<file path="src/rtl/gayle_pccard_cycle_if.sv">
// CPU-side request/acknowledge bus of the Gayle PC Card cycle sequencer.
interface gayle_pccard_cycle_if;
    logic        cpu_sel;
    logic [23:1] cpu_addr;
    logic        cpu_rd;
    logic        cpu_hwr;
    logic        cpu_lwr;
    logic [15:0] cpu_data_in;
    logic [15:0] cpu_data_out;
    logic        cpu_ack;

    modport master (
        output cpu_sel, cpu_addr, cpu_rd, cpu_hwr, cpu_lwr, cpu_data_in,
        input  cpu_data_out, cpu_ack
    );

    modport slave (
        input  cpu_sel, cpu_addr, cpu_rd, cpu_hwr, cpu_lwr, cpu_data_in,
        output cpu_data_out, cpu_ack
    );
endinterface

</file>
<file path="src/rtl/gayle_pccard_cycle.sv">
// Gayle PC Card bus-cycle sequencer: window decode, timed card strobes,
// byte-lane steering, read latch and synchronised card interrupt.
module gayle_pccard_cycle #(
    parameter int unsigned SETUP_CYC  = 2,
    parameter int unsigned STROBE_CYC = 4,
    parameter int unsigned HOLD_CYC   = 1
) (
    input  logic                       clk,
    input  logic                       reset_n,
    gayle_pccard_cycle_if.slave        cpu,
    input  logic                       card_enable,
    output logic [25:0]                addr,
    output logic [15:0]                data_to_card,
    input  logic [15:0]                data_from_card,
    output logic                       cc_reg,
    output logic                       cc_oe,
    output logic                       cc_we,
    output logic                       cc_iord,
    output logic                       cc_iowr,
    output logic                       cc_ce1,
    output logic                       cc_ce2,
    input  logic                       cc_ireq,
    input  logic                       irq_enable,
    input  logic                       irq_clear,
    output logic                       irq
);

    localparam int unsigned MAX_SH = (SETUP_CYC > HOLD_CYC) ? SETUP_CYC : HOLD_CYC;
    localparam int unsigned MAXC   = (STROBE_CYC > MAX_SH) ? STROBE_CYC : MAX_SH;
    localparam int unsigned CW     = (MAXC > 1) ? $clog2(MAXC) : 1;

    localparam logic [CW-1:0] LD_SETUP  = CW'(SETUP_CYC - 1);
    localparam logic [CW-1:0] LD_STROBE = CW'(STROBE_CYC - 1);
    localparam logic [CW-1:0] LD_HOLD   = CW'(HOLD_CYC - 1);

    typedef enum logic [2:0] {
        S_IDLE,
        S_SETUP,
        S_STROBE,
        S_HOLD,
        S_ACK,
        S_WAITREL
    } state_e;

    state_e        state_q, state_d;
    logic [CW-1:0] cnt_q, cnt_d;
    logic [25:0]   addr_q, addr_d;
    logic          reg_q, reg_d;
    logic          io_q, io_d;
    logic          rd_q, rd_d;
    logic          ce2_q, ce2_d;
    logic          hi_q, hi_d;
    logic          lo_q, lo_d;
    logic [15:0]   wdata_q, wdata_d;
    logic [15:0]   rdata_q, rdata_d;
    logic          s1_q, s2_q, s3_q;
    logic          pend_q, pend_d;

    logic          win_com, win_att, win_io, in_win;
    logic          hi_only, lo_only;
    logic [23:1]   woff;
    logic [15:0]   rd_steer;
    logic          active, strobe;

    // Windows are decoded on the word address; A0 is implied zero.
    always_comb begin
        win_com = (cpu.cpu_addr >= 23'h300000) && (cpu.cpu_addr <= 23'h4FFFFF);
        win_att = (cpu.cpu_addr[23:17] == 7'h50);
        win_io  = (cpu.cpu_addr[23:17] == 7'h51);
        in_win  = win_com | win_att | win_io;
        hi_only = cpu.cpu_hwr & ~cpu.cpu_lwr;
        lo_only = cpu.cpu_lwr & ~cpu.cpu_hwr;
        woff    = win_com ? (cpu.cpu_addr - 23'h300000)
                          : {7'd0, cpu.cpu_addr[16:1]};
    end

    // Single-byte reads return $FF in the lane the card did not drive.
    always_comb begin
        unique case (1'b1)
            hi_q:    rd_steer = {data_from_card[7:0], 8'hFF};
            lo_q:    rd_steer = {8'hFF, data_from_card[7:0]};
            default: rd_steer = data_from_card;
        endcase
    end

    always_comb begin
        state_d = state_q;
        cnt_d   = cnt_q;
        addr_d  = addr_q;
        reg_d   = reg_q;
        io_d    = io_q;
        rd_d    = rd_q;
        ce2_d   = ce2_q;
        hi_d    = hi_q;
        lo_d    = lo_q;
        wdata_d = wdata_q;
        rdata_d = rdata_q;
        unique case (state_q)
            S_IDLE: begin
                if (cpu.cpu_sel && in_win) begin
                    addr_d  = {2'b00, woff, lo_only};
                    reg_d   = ~win_com;
                    io_d    = win_io;
                    rd_d    = cpu.cpu_rd;
                    ce2_d   = ~(hi_only | lo_only);
                    hi_d    = hi_only;
                    lo_d    = lo_only;
                    wdata_d = hi_only ? {8'h00, cpu.cpu_data_in[15:8]}
                                      : cpu.cpu_data_in;
                    if (card_enable) begin
                        state_d = S_SETUP;
                        cnt_d   = LD_SETUP;
                    end else begin
                        state_d = S_ACK;
                        if (cpu.cpu_rd) rdata_d = 16'hFFFF;
                    end
                end
            end
            S_SETUP: begin
                if (cnt_q == '0) begin
                    state_d = S_STROBE;
                    cnt_d   = LD_STROBE;
                end else begin
                    cnt_d = cnt_q - 1'b1;
                end
            end
            S_STROBE: begin
                if (cnt_q == '0) begin
                    state_d = S_HOLD;
                    cnt_d   = LD_HOLD;
                    if (rd_q) rdata_d = rd_steer;
                end else begin
                    cnt_d = cnt_q - 1'b1;
                end
            end
            S_HOLD: begin
                if (cnt_q == '0) state_d = S_ACK;
                else             cnt_d   = cnt_q - 1'b1;
            end
            S_ACK:     state_d = S_WAITREL;
            S_WAITREL: if (!cpu.cpu_sel) state_d = S_IDLE;
            default:   state_d = S_IDLE;
        endcase
    end

    always_ff @(posedge clk or negedge reset_n) begin
        if (!reset_n) begin
            state_q <= S_IDLE;
            cnt_q   <= '0;
            addr_q  <= '0;
            reg_q   <= 1'b0;
            io_q    <= 1'b0;
            rd_q    <= 1'b0;
            ce2_q   <= 1'b0;
            hi_q    <= 1'b0;
            lo_q    <= 1'b0;
            wdata_q <= '0;
            rdata_q <= '0;
        end else begin
            state_q <= state_d;
            cnt_q   <= cnt_d;
            addr_q  <= addr_d;
            reg_q   <= reg_d;
            io_q    <= io_d;
            rd_q    <= rd_d;
            ce2_q   <= ce2_d;
            hi_q    <= hi_d;
            lo_q    <= lo_d;
            wdata_q <= wdata_d;
            rdata_q <= rdata_d;
        end
    end

    // Strobes decode straight from state so reset drops them at once.
    always_comb begin
        active       = (state_q == S_SETUP) || (state_q == S_STROBE) ||
                       (state_q == S_HOLD);
        strobe       = (state_q == S_STROBE);
        addr         = active ? addr_q : 26'd0;
        cc_reg       = active & reg_q;
        cc_ce1       = active;
        cc_ce2       = active & ce2_q;
        cc_oe        = strobe & rd_q & ~io_q;
        cc_we        = strobe & ~rd_q & ~io_q;
        cc_iord      = strobe & rd_q & io_q;
        cc_iowr      = strobe & ~rd_q & io_q;
        data_to_card = (active & ~rd_q) ? wdata_q : 16'd0;
        cpu.cpu_ack      = (state_q == S_ACK);
        cpu.cpu_data_out = rdata_q;
    end

    always_comb begin
        pend_d = pend_q;
        if (irq_clear)       pend_d = 1'b0;
        if (s2_q && !s3_q)   pend_d = 1'b1;
    end

    always_ff @(posedge clk or negedge reset_n) begin
        if (!reset_n) begin
            s1_q   <= 1'b0;
            s2_q   <= 1'b0;
            s3_q   <= 1'b0;
            pend_q <= 1'b0;
        end else begin
            s1_q   <= cc_ireq;
            s2_q   <= s1_q;
            s3_q   <= s2_q;
            pend_q <= pend_d;
        end
    end

    assign irq = pend_q & irq_enable;

endmodule

</file>
<file path="src/flat_wrapper.sv">
// flat-port wrapper written by rule: the top's interface ports become plain ports
module gayle_pccard_cycle_flat 
#(
    parameter int unsigned SETUP_CYC  = 2,
    parameter int unsigned STROBE_CYC = 4,
    parameter int unsigned HOLD_CYC   = 1
)
  (clk, reset_n, card_enable, addr, data_to_card, data_from_card, cc_reg, cc_oe, cc_we, cc_iord, cc_iowr, cc_ce1, cc_ce2, cc_ireq, irq_enable, irq_clear, irq, cpu_cpu_sel, cpu_cpu_addr, cpu_cpu_rd, cpu_cpu_hwr, cpu_cpu_lwr, cpu_cpu_data_in, cpu_cpu_data_out, cpu_cpu_ack);
  gayle_pccard_cycle_if cpu_i ();
  input  logic clk;
  input  logic reset_n;
  input  logic card_enable;
  output logic [25:0] addr;
  output logic [15:0] data_to_card;
  input  logic [15:0] data_from_card;
  output logic cc_reg;
  output logic cc_oe;
  output logic cc_we;
  output logic cc_iord;
  output logic cc_iowr;
  output logic cc_ce1;
  output logic cc_ce2;
  input  logic cc_ireq;
  input  logic irq_enable;
  input  logic irq_clear;
  output logic irq;
  input wire logic [$bits(cpu_i.cpu_sel)-1:0] cpu_cpu_sel;
  input wire logic [$bits(cpu_i.cpu_addr)-1:0] cpu_cpu_addr;
  input wire logic [$bits(cpu_i.cpu_rd)-1:0] cpu_cpu_rd;
  input wire logic [$bits(cpu_i.cpu_hwr)-1:0] cpu_cpu_hwr;
  input wire logic [$bits(cpu_i.cpu_lwr)-1:0] cpu_cpu_lwr;
  input wire logic [$bits(cpu_i.cpu_data_in)-1:0] cpu_cpu_data_in;
  output wire logic [$bits(cpu_i.cpu_data_out)-1:0] cpu_cpu_data_out;
  output wire logic [$bits(cpu_i.cpu_ack)-1:0] cpu_cpu_ack;
  assign cpu_i.cpu_sel = cpu_cpu_sel;
  assign cpu_i.cpu_addr = cpu_cpu_addr;
  assign cpu_i.cpu_rd = cpu_cpu_rd;
  assign cpu_i.cpu_hwr = cpu_cpu_hwr;
  assign cpu_i.cpu_lwr = cpu_cpu_lwr;
  assign cpu_i.cpu_data_in = cpu_cpu_data_in;
  assign cpu_cpu_data_out = cpu_i.cpu_data_out;
  assign cpu_cpu_ack = cpu_i.cpu_ack;
  gayle_pccard_cycle #(.SETUP_CYC(SETUP_CYC), .STROBE_CYC(STROBE_CYC), .HOLD_CYC(HOLD_CYC)) u_core (.clk(clk), .reset_n(reset_n), .cpu(cpu_i), .card_enable(card_enable), .addr(addr), .data_to_card(data_to_card), .data_from_card(data_from_card), .cc_reg(cc_reg), .cc_oe(cc_oe), .cc_we(cc_we), .cc_iord(cc_iord), .cc_iowr(cc_iowr), .cc_ce1(cc_ce1), .cc_ce2(cc_ce2), .cc_ireq(cc_ireq), .irq_enable(irq_enable), .irq_clear(irq_clear), .irq(irq));
endmodule
</file>
<file path="config.mk">
export PLATFORM = sky130hd
export DESIGN_NAME = gayle_pccard_cycle_flat
export DESIGN_NICKNAME = d
export VERILOG_FILES = /design/src/rtl/gayle_pccard_cycle_if.sv /design/src/rtl/gayle_pccard_cycle.sv /design/src/flat_wrapper.sv
export SDC_FILE = /design/constraint.sdc
export NUM_CORES = 1
export LEC_CHECK = 0
export CORE_MARGIN = 2
export CORE_UTILIZATION = 35
export CTS_CLUSTER_DIAMETER = 60
export DETAILED_ROUTE_END_ITERATION = 8
export GPL_ROUTABILITY_DRIVEN = 0
export MAX_ROUTING_LAYER = met4
export PLACE_DENSITY = 0.65
export SYNTH_ARGS = -nofsm -noshare
export SYNTH_HDL_FRONTEND = slang
export SYNTH_SLANG_ARGS = --single-unit
export TNS_END_PERCENT = 20
</file>
<file path="constraint.sdc">
create_clock -name clk -period 2.5 [get_ports clk]
set_clock_uncertainty 0.15 [all_clocks]
set_input_delay 0.5 -clock clk [delete_from_list [all_inputs] [get_ports clk]]
set_output_delay 0.5 -clock clk [all_outputs]
set_load 0.05 [all_outputs]
</file>
==> results_tabular.tex <==
\begin{tabular}{lr}
\hline
Metric & Value \\
\hline
\multicolumn{2}{l}{\textbf{Timing}} \\
RSZ-0062 raised after global routing & yes \\
Setup\_tns & -0.3225 ns \\
Relative slew slack & approximately 39\% \\
Min Clock Period, post-route & around 2.5 ns \\
Final Hold Fails & 0 \\
Worst setup slack after layout & -0.03511 ns \\
Final worst-path cycle share & 101.4\% \\
Setup Viol. Count Final & 18 \\
Total count of max-transition violations in the final report & 0 \\
Transition at the pin with the smallest max-transition slack & 0.9076 ns \\
Maximum frequency from static timing analysis & roughly 0.39 GHz \\
\multicolumn{2}{l}{\textbf{Finish}} \\
Most common cell after layout, fill and taps aside & dfrtp\_1 \\
Area growth from synthesis to layout & 74.12\% \\
Proportion of layout cells with a drive suffix above 1 & a little over a third \\
Number of cells in the finished layout apart from fillers & 631 \\
Area used by sequential logic in the layout & roughly 1800 sq um \\
Fill cells & $\sim$780 \\
Number of inserted diodes & 0 \\
Most frequent cells in the layout & 69 x dfrtp\_1, 56 x clkdlybuf4s50\_1, 54 x buf\_12 \\
Area occupied by multi-input gates & between 1500 and 2000 sq um \\
NumNets Final & 564 \\
\multicolumn{2}{l}{\textbf{Synthesis}} \\
Largest area contributor in the netlist & dfrtp\_1 \\
Post-synth top area share & roughly 48\% \\
Post-synthesis cell area & 3646 sq um \\
FFs w/ async S/R, synth & 100.0\% \\
Average footprint of a synthesized cell & 11.50 sq um \\
Synth Instances & around 320 \\
EDFF count, synth & 0 \\
Fraction of the yosys area taken by sequential cells & about half \\
Synth Warn \# & 0 \\
Dominant cells by area after synthesis & dfrtp\_1 48\%, mux2\_4 9.1\%, and2\_1 7.5\% \\
Predominant post-synthesis flop cell & dfrtp\_1 \\
Count of cell types in the netlist & 42 \\
Post-synthesis register bit count & 70 \\
\multicolumn{2}{l}{\textbf{Drt}} \\
TritonRoute pass-1 iters & 4 \\
Total length of routed wires & roughly 11 mm \\
Post-detailed-route count of antenna-violating nets & 0 \\
Number of DRC markers in iteration 0 & about 120 \\
Number of vias in the routed layout & between 3000 and 4000 \\
DRC violation count after routing & 0 \\
Wire length per cell & 16.82 um \\
Detail-routed via count per cell & 5.065 \\
\multicolumn{2}{l}{\textbf{Floorplan}} \\
Number of top-level pins & 132 \\
Die Span Y & 106.1 um \\
Die width & 106.1 um \\
Effective utilization at floorplan & a little over a third \\
Area of the placeable core & slightly above 10000 sq um \\
DIE AREA & 11250 sq um \\
Row Count & 37 \\
\multicolumn{2}{l}{\textbf{Critical path}} \\
FF-to-FF setup slack & 0.20 ns \\
Required time reported for the critical path endpoint & 2.58 ns \\
Startpoint of the lowest-slack register-to-register path & u\_core.state\_q[0] \\
Type of element capturing the critical path & flop \\
Endpoint of the most critical register-to-register path & u\_core.wdata\_q[12] \\
R2R cell count & 6 \\
Arrival @ worst endpoint & about 2.6 ns \\
Type of origin of the critical path & input port \\
CP Class & input port to flop \\
Crit-path max FO & 7 \\
\multicolumn{2}{l}{\textbf{Run status}} \\
Failing checks & negative setup slack \\
Result of the run & complete, but fails checks \\
\multicolumn{2}{l}{\textbf{Hold path}} \\
Type of the most critical hold path & input port to async pin \\
\multicolumn{2}{l}{\textbf{Clock network}} \\
Hold\_buf cts & 0 \\
Number of buffers inserted during clock tree synthesis & 9 \\
Maximum count of clock buffers along a single path & 2 \\
Clock tree from TritonCTS & yes \\
Clock H-tree levels & 3 \\
Clock-pin slew reported for the worst setup and hold paths after clock tree synthesis & around 0.08 ns \\
Number of sinks driven by the clock tree & 70 \\
Clk Latency, worst-skew pair & 0.35 ns \\
Clock root buffer & clkbuf\_8 \\
\multicolumn{2}{l}{\textbf{Place}} \\
Cells after DPL & between 600 and 700 \\
\# port buffers & between 100 and 150 \\
Total half-perimeter wirelength after legalization and detailed placement & roughly 7.5 mm \\
Worst setup timing slack at the placement stage & -0.6669 ns \\
\multicolumn{2}{l}{\textbf{Power and ir drop}} \\
Power density of the placed cells & 1224 nW/um\^{}2 \\
Leak Pwr & slightly below 3 nW \\
Overall power consumption & 7.768 mW \\
Worst VDD drop & $\sim$0.63 mV \\
\multicolumn{2}{l}{\textbf{Global routing}} \\
Global route total overflow & 0 \\
Vias in the first global route & 3282 \\
Wire length of the first global-routing pass & around 16 mm \\
Pin count of the biggest net entering global routing & 71 \\
All-layer global routing usage & between 10\% and 20\% \\
Initial antenna violation count & 0 \\
\multicolumn{2}{l}{\textbf{Job}} \\
MaxCap Viol Count & 0 \\
\hline
\end{tabular}
-- critical path, stage by stage --
cell	delay, ns
dlygate4sd2_1	0.23
nand4_1	0.16
nor4_4	0.37
a21boi_2	0.12
a211o_4	0.37
o21ai_4	0.28
buf_12	0.16
buf_12	0.13
mux2_4	0.30
-- registers in the layout, indices dropped and copies added, names as in the netlist --
register and flops:
u_core.addr_q 24, u_core.ce2_q 1, u_core.cnt_q 2, u_core.cpu.cpu_data_out 16, u_core.hi_q 1, u_core.io_q 1
u_core.pend_q 1, u_core.rd_q 1, u_core.reg_q 1, u_core.s1_q 1, u_core.s2_q 1, u_core.s3_q 1
u_core.state_q 3, u_core.wdata_q 16
-- area by class of cell --
class	instances	area share (%)
Sequential cell	70	27.61
Timing Repair Buffer	179	35.65
Inverter	13	0.7686
Tap cell	136	2.680
Clock inverter	5	0.9460
Clock buffer	11	2.069
Multi-Input combinational cell	217	30.27
-- through the flow --
| stage | hold WS (ns) | instance area [sq um] | utilization [%] |
|---|---|---|---|
| 2_1_floorplan | 0.05441 | 3651 | - |
| 3_3_place_gp | 0.1823 | 5817 | 56.85 |
| 3_5_place_dp | 0.1864 | 5817 | 56.85 |
| 4_1_cts | 0.1535 | 6242 | 61.01 |
| 5_1_grt | 0.1894 | 6349 | 62.05 |
| 6_report | 0.1255 | 6349 | 62.05 |
-- metal layers --
metal	global-route usage [%]	up-vias	routed length (um)
met5	-	-	0
met4	6.673	0	126
met3	3.372	10	577
met2	31.38	106	5335
met1	23.49	1609	4577
li1	-	1471	-
-- synth_stat cells (all sizes together) (4+ instances only) --
cell / instances
dfrtp: 70
and2: 44
mux2: 36
nor2: 16
a22o: 15
inv: 13
nand2: 11
o21ai: 11
buf: 10
mux2i: 10
ha: 9
a21oi: 8
a2bb2oi: 8
clkbuf: 8
o22a: 8
nor3: 7
nand4: 6
nand3: 4
nor4: 4
-- timing repair --
action / in CTS / in global routing
buffers inserted: 7 / 3
pin swaps: 10 / 13
cloned: 3 / 0
endpoints found under the setup margin: 106 / 45
resized for setup: 59 / 36
-- cells by family after synthesis --
family | synth area share, %
multiplexers | 16.13
flip-flops | 48.04
other | 0.1029
buffers and inverters | 4.084
adder cells (fa/ha/maj) | 3.089
AO/OA/AOI/OAI | 13.49
AND/OR/NAND/NOR | 14.83
XOR/XNOR | 0.2403
-- how the worst max path moves through the flow --
stage                     cells past startpoint                 end         startpoint
after floorplan                               4             cc_iowr  u_core.state_q[1]
after global placement                       10    u_core.addr_q[6]   cpu_cpu_addr[20]
after detailed placement                     10   u_core.addr_q[12]   cpu_cpu_addr[20]
after CTS                                    11  u_core.wdata_q[12]    cpu_cpu_addr[7]
after global routing                          9   u_core.addr_q[12]   cpu_cpu_addr[10]
final                                         9   u_core.addr_q[12]   cpu_cpu_addr[10]
-- where the power goes --
part	internal (mW)	switching (mW)
clock	0.464	0.451
combinational	2.32	2.52
sequential	1.64	0.379
total	4.42	3.35
Note: power is estimated with default switching activity, not from simulation.
